$ cat src/rtl/cpu_sequencer.sv
// Fetch/decode/execute control sequencer for the datapath.
// Drives PC/fetch, latches flags, resolves branches, parks in HALT.
module cpu_sequencer #(
  parameter logic [7:0] PC_RESET = 8'h00
) (
  input  logic        clk,
  input  logic        reset,
  input  logic        run,
  input  logic [31:0] instr,
  input  logic [3:0]  FLG,
  output logic [7:0]  PC,
  output logic        fetch,
  output logic        halted,
  output logic [2:0]  state,
  output logic [15:0] retired
);

  typedef enum logic [2:0] {
    S_IDLE   = 3'd0,
    S_FETCH  = 3'd1,
    S_DECODE = 3'd2,
    S_EXEC   = 3'd3,
    S_MEM    = 3'd4,
    S_HALT   = 3'd5
  } state_t;

  state_t      st;
  state_t      bnd;
  logic [31:0] ir;
  logic [3:0]  flags;
  logic [3:0]  op;
  logic        is_alu;
  logic        is_ldst;
  logic        is_br;
  logic        is_halt;
  logic        take;

  assign op      = ir[27:24];
  assign is_alu  = ~op[3];
  assign is_ldst = (op == 4'h8) || (op == 4'h9);
  assign is_br   = (op == 4'hA);
  assign is_halt = (op == 4'hF);
  assign bnd     = run ? S_FETCH : S_IDLE;

  assign state  = st;
  assign fetch  = (st == S_FETCH);
  assign halted = (st == S_HALT);

  // flags layout: [3]=N [2]=Z [1]=C [0]=V
  always_comb begin
    take = 1'b0;
    case (ir[31:28])
      4'h0: take = flags[2];
      4'h1: take = ~flags[2];
      4'h2: take = flags[1];
      4'h3: take = ~flags[1];
      4'h4: take = flags[3];
      4'h5: take = ~flags[3];
      4'h6: take = flags[0];
      4'h7: take = ~flags[0];
      4'hE: take = 1'b1;
      default: take = 1'b0;
    endcase
  end

  always_ff @(posedge clk or posedge reset) begin
    if (reset) begin
      st      <= S_IDLE;
      PC      <= PC_RESET;
      ir      <= '0;
      flags   <= '0;
      retired <= '0;
    end else begin
      case (st)
        S_IDLE: begin
          if (run) st <= S_FETCH;
        end
        S_FETCH: begin
          ir <= instr;
          st <= S_DECODE;
        end
        S_DECODE: begin
          unique case (1'b1)
            is_alu, is_ldst: begin
              st <= S_EXEC;
            end
            is_br: begin
              PC      <= take ? ir[7:0] : PC + 8'd1;
              retired <= retired + 16'd1;
              st      <= bnd;
            end
            is_halt: begin
              retired <= retired + 16'd1;
              st      <= S_HALT;
            end
            default: begin
              PC      <= PC + 8'd1;
              retired <= retired + 16'd1;
              st      <= bnd;
            end
          endcase
        end
        S_EXEC: begin
          if (is_alu) begin
            flags   <= FLG;
            PC      <= PC + 8'd1;
            retired <= retired + 16'd1;
            st      <= bnd;
          end else begin
            st <= S_MEM;
          end
        end
        S_MEM: begin
          PC      <= PC + 8'd1;
          retired <= retired + 16'd1;
          st      <= bnd;
        end
        S_HALT: begin
          st <= S_HALT;
        end
        default: begin
          st <= S_IDLE;
        end
      endcase
    end
  end

endmodule

$ cat config.mk
export PLATFORM = sky130hd
export DESIGN_NAME = cpu_sequencer
export DESIGN_NICKNAME = d
export VERILOG_FILES = /design/src/rtl/cpu_sequencer.sv
export SDC_FILE = /design/constraint.sdc
export NUM_CORES = 1
export LEC_CHECK = 0
export ABC_AREA = 1
export CAP_MARGIN = 15
export CORE_MARGIN = 4
export CORE_UTILIZATION = 35
export CTS_BUF_LIST = sky130_fd_sc_hd__clkbuf_4
export DETAILED_ROUTE_END_ITERATION = 16
export GPL_TIMING_DRIVEN = 0
export HOLD_SLACK_MARGIN = 0.08
export MAX_ROUTING_LAYER = met4
export PLACE_DENSITY = 0.67
export SLEW_MARGIN = 20
export SYNTH_ARGS = -nofsm -noshare
export SYNTH_HDL_FRONTEND = slang
export SYNTH_SLANG_ARGS = --single-unit
$ cat constraint.sdc
create_clock -name clk -period 1.65 [get_ports clk]
set_input_delay 0.33 -clock clk [delete_from_list [all_inputs] [get_ports clk]]
set_output_delay 0.33 -clock clk [all_outputs]
set_load 0.02 [all_outputs]
==> metrics.md, run 1 <==
| Metric | Value |
|---|---|
| Ant diodes | 0 |
| Avg Inst Size Synth | 8.00 sq um |
| RSZ-0062 raised after global routing | yes |
| Largest net degree at the start of global routing | 29 |
| Worst-Margin Slew | 0.452 ns |
| Starting Density | 0.361 |
| Post-synthesis async set-or-reset flop share | 1.00 |
| CP top delay family | flip-flops |
| Synth area leader | dfrtp_1 |
| Post-DRT Antenna Nets | 0 |
| Crit path depth | 4 |
| Initial DRC count | 141 |
| CP max stage delay | 0.43 ns |
| Crit path max fanout | 3 |
| Largest cells by area after synthesis | dfrtp_1 48%, nand2_1 13%, nand3_1 8.0%, inv_1 6.1%, xor2_1 5.4% |
| GR Overflow Total | 0 |
| Post-synthesis sequential area ratio | 0.479 |
| Total global-route track usage | 0.141 |
| Area fraction of the dominant cell type after synthesis | 0.479 |
| Synth unique cells | 25 |
| CP cell instances | inv_2 -> nor3_4 -> clkbuf_8 -> buf_6 |
| Post-synth EDFFs | 0 |
| Final Cycle Share | 1.04 |
| Cell Area, Synth | 0.00245 sq mm |
| Initial antenna violation count | 0 |
| Vias after detailed routing | 2190 |
| WP buf/inv | 3 |
| Rel. slew slack | 0.698 |
| Top-count cell post-synth | nand2_1 |
| Area grow syn2layout | 37.5% |
| Crit start category | flop |
| CTS Buffer Depth | 2 |
| Vias per cell | 4.58 |
| Placed Area | 0.00311 sq mm |
| Endpoints failing hold | 0 |
| Minimum clock period | 1.71 ns |
| Commonest cells post-synth | 83 x nand2_1, 47 x dfrtp_1, 40 x inv_1 |
| Worst r2r src | state[0] |
| #FFs+latches synth | 47 |
| Fin area | 0.00337 sq mm |
| CTS root buf | clkbuf_4 |
| Core footprint | 0.00679 sq mm |
| DRC errors left | 0 |
| # clock sinks | 47 |
| Clock Latency Late Sink | 0.37 ns |
| Chip Width | 91.8 um |
| Post-Syn Instances | 307 |
| First-pass DRT Iterations | 4 |
| CP max-delay cell | dfrtp_1 |
| Final Total Pwr | 5.65 mW |
| Port-buffer cells | 51 |
| Total CTS buffers | 5 |
| Fin nets | 422 |
| Fmax | 0.585 GHz |
| Failing checks | negative setup slack |
| Worst reg2reg path endpoint | retired[5] |
| CTS H-Tree Depth | 2 |
| Number of fill cells | 671 |
| Setup ws final | -0.0598 ns |
| Post-synth top flop | dfrtp_1 |
| Crit path arrival time | 1.38 ns |
| First-pass GRT wire length | 9560 um |
| FP Rows | 30 |
| Setup violations, final | 2 |
| Die Span Y | 91.8 um |
| Slew Limit Fails | 0 |
| Outcome | complete, but fails checks |
| Final WL | 5800 um |
| CP required | 1.32 ns |
| Crit end category | output pin |
| Clock transition at path regs | 0.14 ns |
| Die Area | 0.00842 sq mm |
| Flop2flop setup slack | -0.02 ns |
| Clk_skew | 0.0157 ns |
| CTS tree | yes |
| Max Cap Viol | 0 |
| Vias in the first global route | 2099 |
| HPWL reported at the end of detailed placement | 4070 um |
| Worst reg2reg path depth | 10 |
| Leak pwr | 1.73 nW |
| Crit path capture | fetch |
| Share of cells above drive strength 1 | 0.170 |
| Critical path class | flop to output pin |
| Pwr/cell area | 1680 mW/mm^2 |
| Wire length per cell | 12.1 um |
| # IOs | 68 |
| Worst min-delay path category | primary input to asynchronous set/reset pin |
| Post-synth net total | 348 |
| VDD IR-drop max | 0.747 mV |
| CP Launch Point | state[0] |
| GPL Wtd Cong | 0.800 |
| Syn. warnings | 0 |
==> worst min-delay path by stage <==
stage / start / end / slack (ns)
2_1_floorplan: instr[24] / ir[24] / 0.45
4_1_cts: reset / retired[9] / 0.29
3_5_place_dp: PC[6] / PC[6] / 0.49
6_report: reset / retired[10] / 0.27
3_3_place_gp: PC[6] / PC[6] / 0.49
5_1_grt: reset / retired[9] / 0.30
==> placed cells by master, fill, tap and decap left out, drive strengths merged <==
master         netlist  routed
a21oi                3       3
a31oi                1       1
buf                  2      20
bufinv               0       1
clkbuf               3      10
clkdlybuf4s50        0      22
clkinv               0       2
dfrtp               47      47
dlygate4sd2          0      25
ha                   2       2
inv                 41      41
mux2                 1       1
nand2               84      84
nand3               41      41
nand3b               2       2
nand4                8       8
nor2                26      26
nor3                11      11
o21ai               15      15
xnor2                5       5
xor2                15      15
==> final cells by class <==
class	count	area, sq um	share of cell area
flip-flops and latches	47	1180	0.350
clock buffers	5	37.5	0.0111
well taps	96	120	0.0356
plain buffers	5	41.3	0.0122
multi-input cells	214	1190	0.354
repair buffers	67	607	0.180
inverters	41	156	0.0463
clock inverters	3	38.8	0.0115
==> cell families after synthesis <==
family | after synthesis | synth area share
buf+inv | 46 | 0.0739
xor+xnor | 20 | 0.0714
simple gates | 172 | 0.322
mux | 1 | 0.00459
flops | 47 | 0.479
fa+ha+maj | 2 | 0.0102
compound gates | 19 | 0.0392
==> through the flow <==
step	hold slack (ns)	setup TNS (ns)	setup WS, ns	utilization	cells
after floorplan	0.447	0	0.100	-	307
after global placement	0.490	-38.77	-0.812	0.454	454
after detailed placement	0.494	-1.05	-0.501	0.457	455
after CTS	0.287	-0.399	-0.174	0.475	469
after global routing	0.304	-0.487	-0.141	0.497	478
final	0.269	-0.0758	-0.0598	0.497	478
==> repair_timing <==
| action | CTS | global route |
|---|---|---|
| setup endpoints to repair | 42 | 23 |
| resized for setup | 44 | 36 |
| pin swaps | 2 | 5 |
| hold buffers | 0 | 0 |
| gates cloned | 0 | 0 |
| buffers inserted | 6 | 9 |
==> power breakdown <==
part           leakage [nW]  switching, mW  internal [mW]
Clock                0.0426          0.381          0.312
Combinational          1.09           1.79           1.24
Sequential            0.595          0.352           1.58
==> state kept, by name, summed over array words and instances (netlist names) <==
signal   count
retired     16
PC           8
flags        4
state        3
ir          16
==> layer usage <==
metal	share of wire	track usage
met1	0.46	0.181
met2	0.48	0.227
met3	0.039	0.0263
met4	0.017	0.0458
met5	0	-
(Power assumes the default switching activity.)
==> run 2: changes to the inputs <==
Settings changed: CORE_MARGIN 4 to 2.
==> run 2 against run 1 <==
  * The run still ends with negative setup slack left
  * Cell area shrank 1.2%
  * Global-route usage up 1.7 points
  * Maximum frequency grew 1.9%
  * Combinational power fell by 2%
  * Utilization fell by 0.59 points
  * Via count rose by 0.23%
  * Count of clock-buffer cells in the layout is 2 higher
  * Highest routed layer unchanged
==> metrics.md, run 2 (synthesis results as in run 1) <==
| Metric | Value |
|---|---|
| Outcome | complete, but fails checks |
| Failing checks | negative setup slack |
| Final WL | 5520 um |
| Worst-Margin Slew | 0.443 ns |
| Post-DRT Antenna Nets | 0 |
| # clock sinks | 47 |
| Worst min-delay path category | primary input to asynchronous set/reset pin |
| Minimum clock period | 1.68 ns |
| Port-buffer cells | 51 |
| Critical path class | flop to flop |
| Chip Width | 87.8 um |
| Max Cap Viol | 0 |
| Final Total Pwr | 5.46 mW |
| Initial antenna violation count | 0 |
| Worst reg2reg path depth | 9 |
| Starting Density | 0.361 |
| First-pass DRT Iterations | 4 |
| Commonest non-fill, non-tap cell in the layout | nand2_1 |
| Clk_skew | 0.0162 ns |
| CP required | 1.91 ns |
| Vias in the first global route | 2102 |
| Total CTS buffers | 5 |
| Initial DRC count | 110 |
| Die Area | 0.00770 sq mm |
| Fmax | 0.596 GHz |
| Multi-input gate area | 0.00118 sq mm |
| VDD IR-drop max | 0.875 mV |
| Largest net degree at the start of global routing | 30 |
| Fin Hold WS | 0.285 ns |
| Setup violations, final | 3 |
| Area grow syn2layout | 35.8% |
| DRC errors left | 0 |
| Endpoints failing hold | 0 |
| First-pass GRT wire length | 9430 um |
| Slew Limit Fails | 0 |
| GPL Wtd Cong | 0.863 |
| # IOs | 68 |
| Setup WS pre-CTS | -0.501 ns |
| CTS root buf | clkbuf_4 |
| Wire length per cell | 11.6 um |
| Vias per cell | 4.61 |
| Placed Area | 0.00311 sq mm |
| Die Span Y | 87.8 um |
| Crit path max fanout | 6 |
| Crit end category | flop |
| Setup ws final | -0.0276 ns |
| Fin nets | 420 |
| Fin area | 0.00333 sq mm |
| CTS Hold Bufs | 0 |
| GR Overflow Total | 0 |
| CTS Buffer Depth | 2 |
| Rel. slew slack | 0.704 |
| FP Rows | 30 |
| Vias after detailed routing | 2195 |
| Pwr/cell area | 1640 mW/mm^2 |
| Leak pwr | 1.72 nW |
| Share of cells above drive strength 1 | 0.153 |
| RSZ-0062 raised after global routing | yes |
| CTS tree | yes |
| Total global-route track usage | 0.158 |
| HPWL reported at the end of detailed placement | 3940 um |
| CTS H-Tree Depth | 2 |
| Clock transition at path regs | 0.14 ns |
| FF/Latch Area | 0.00118 sq mm |
| Clock Latency Late Sink | 0.35 ns |
| Final Cycle Share | 1.02 |
| Biggest regs | ir: 16 flops, retired: 16 flops, PC: 8 flops |
| Number of fill cells | 668 |
| Most frequent cells in the layout | 81 x nand2_1, 45 x dfrtp_1, 37 x inv_1, 34 x nand3_1, 26 x dlygate4sd2_1 |
| Crit path arrival time | 1.94 ns |
| Core footprint | 0.00679 sq mm |
| Ant diodes | 0 |
| Crit start category | flop |
run 2: path summary, 6_finish.rpt:
path | end | start | slack, ns
max | retired[6] | state[1] | -0.03
min | retired[8] | reset | 0.28
max reg2reg | retired[6] | state[1] | -0.03
min reg2reg | ir[24] | ir[24] | 0.52
max in group asynchronous | ir[26] | reset | 0.85
min in group clk | ir[25] | instr[25] | 0.49
run 2: final cells by class:
cell class                 count  share of cell area
buffer                         3              0.0109
inverter                      41              0.0469
clock inverter                 1             0.00150
timing repair buffer          67               0.182
multi-input combinational    214               0.353
clock buffer                   7              0.0158
tap                           96              0.0360
sequential                    47               0.353
run 2: critical path, cell delays in order (launching register included):
cell and delay, ns:
dfrtp_2 0.48, buf_4 0.16, nand3_2 0.09, nor2_1 0.07, inv_2 0.08, nand3_4 0.13, buf_4 0.17, nor2_4 0.14
nand3_1 0.11, xor2_1 0.15
run 2: timing repair:
item	CTS	global route
cloned	0	0
gates resized for setup	47	20
setup endpoints to repair	40	31
setup buffers	6	9
pin swaps	3	4
run 2: metal layers:
metal	share of wire	up-vias	GRT usage
met5	0	-	-
met4	0.011	0	0.0448
met3	0.034	5	0.0283
met2	0.47	43	0.248
met1	0.48	1021	0.210
li1	-	1126	-
run 2: stage by stage:
step           instances  setup TNS, ns  utilization
6_report             476        -0.0475        0.491
5_1_grt              476         -0.708        0.491
4_1_cts              468         -0.160        0.472
3_5_place_dp         455         -0.936        0.457
3_3_place_gp         454         -38.68        0.454
2_1_floorplan        307              0            -
run 2: power by group:
group / leakage [nW] / internal [mW] / switching [mW]
Sequential: 0.597 / 1.58 / 0.345
Clock: 0.0361 / 0.200 / 0.358
Combinational: 1.09 / 1.23 / 1.75
Total: 1.72 / 3.01 / 2.45
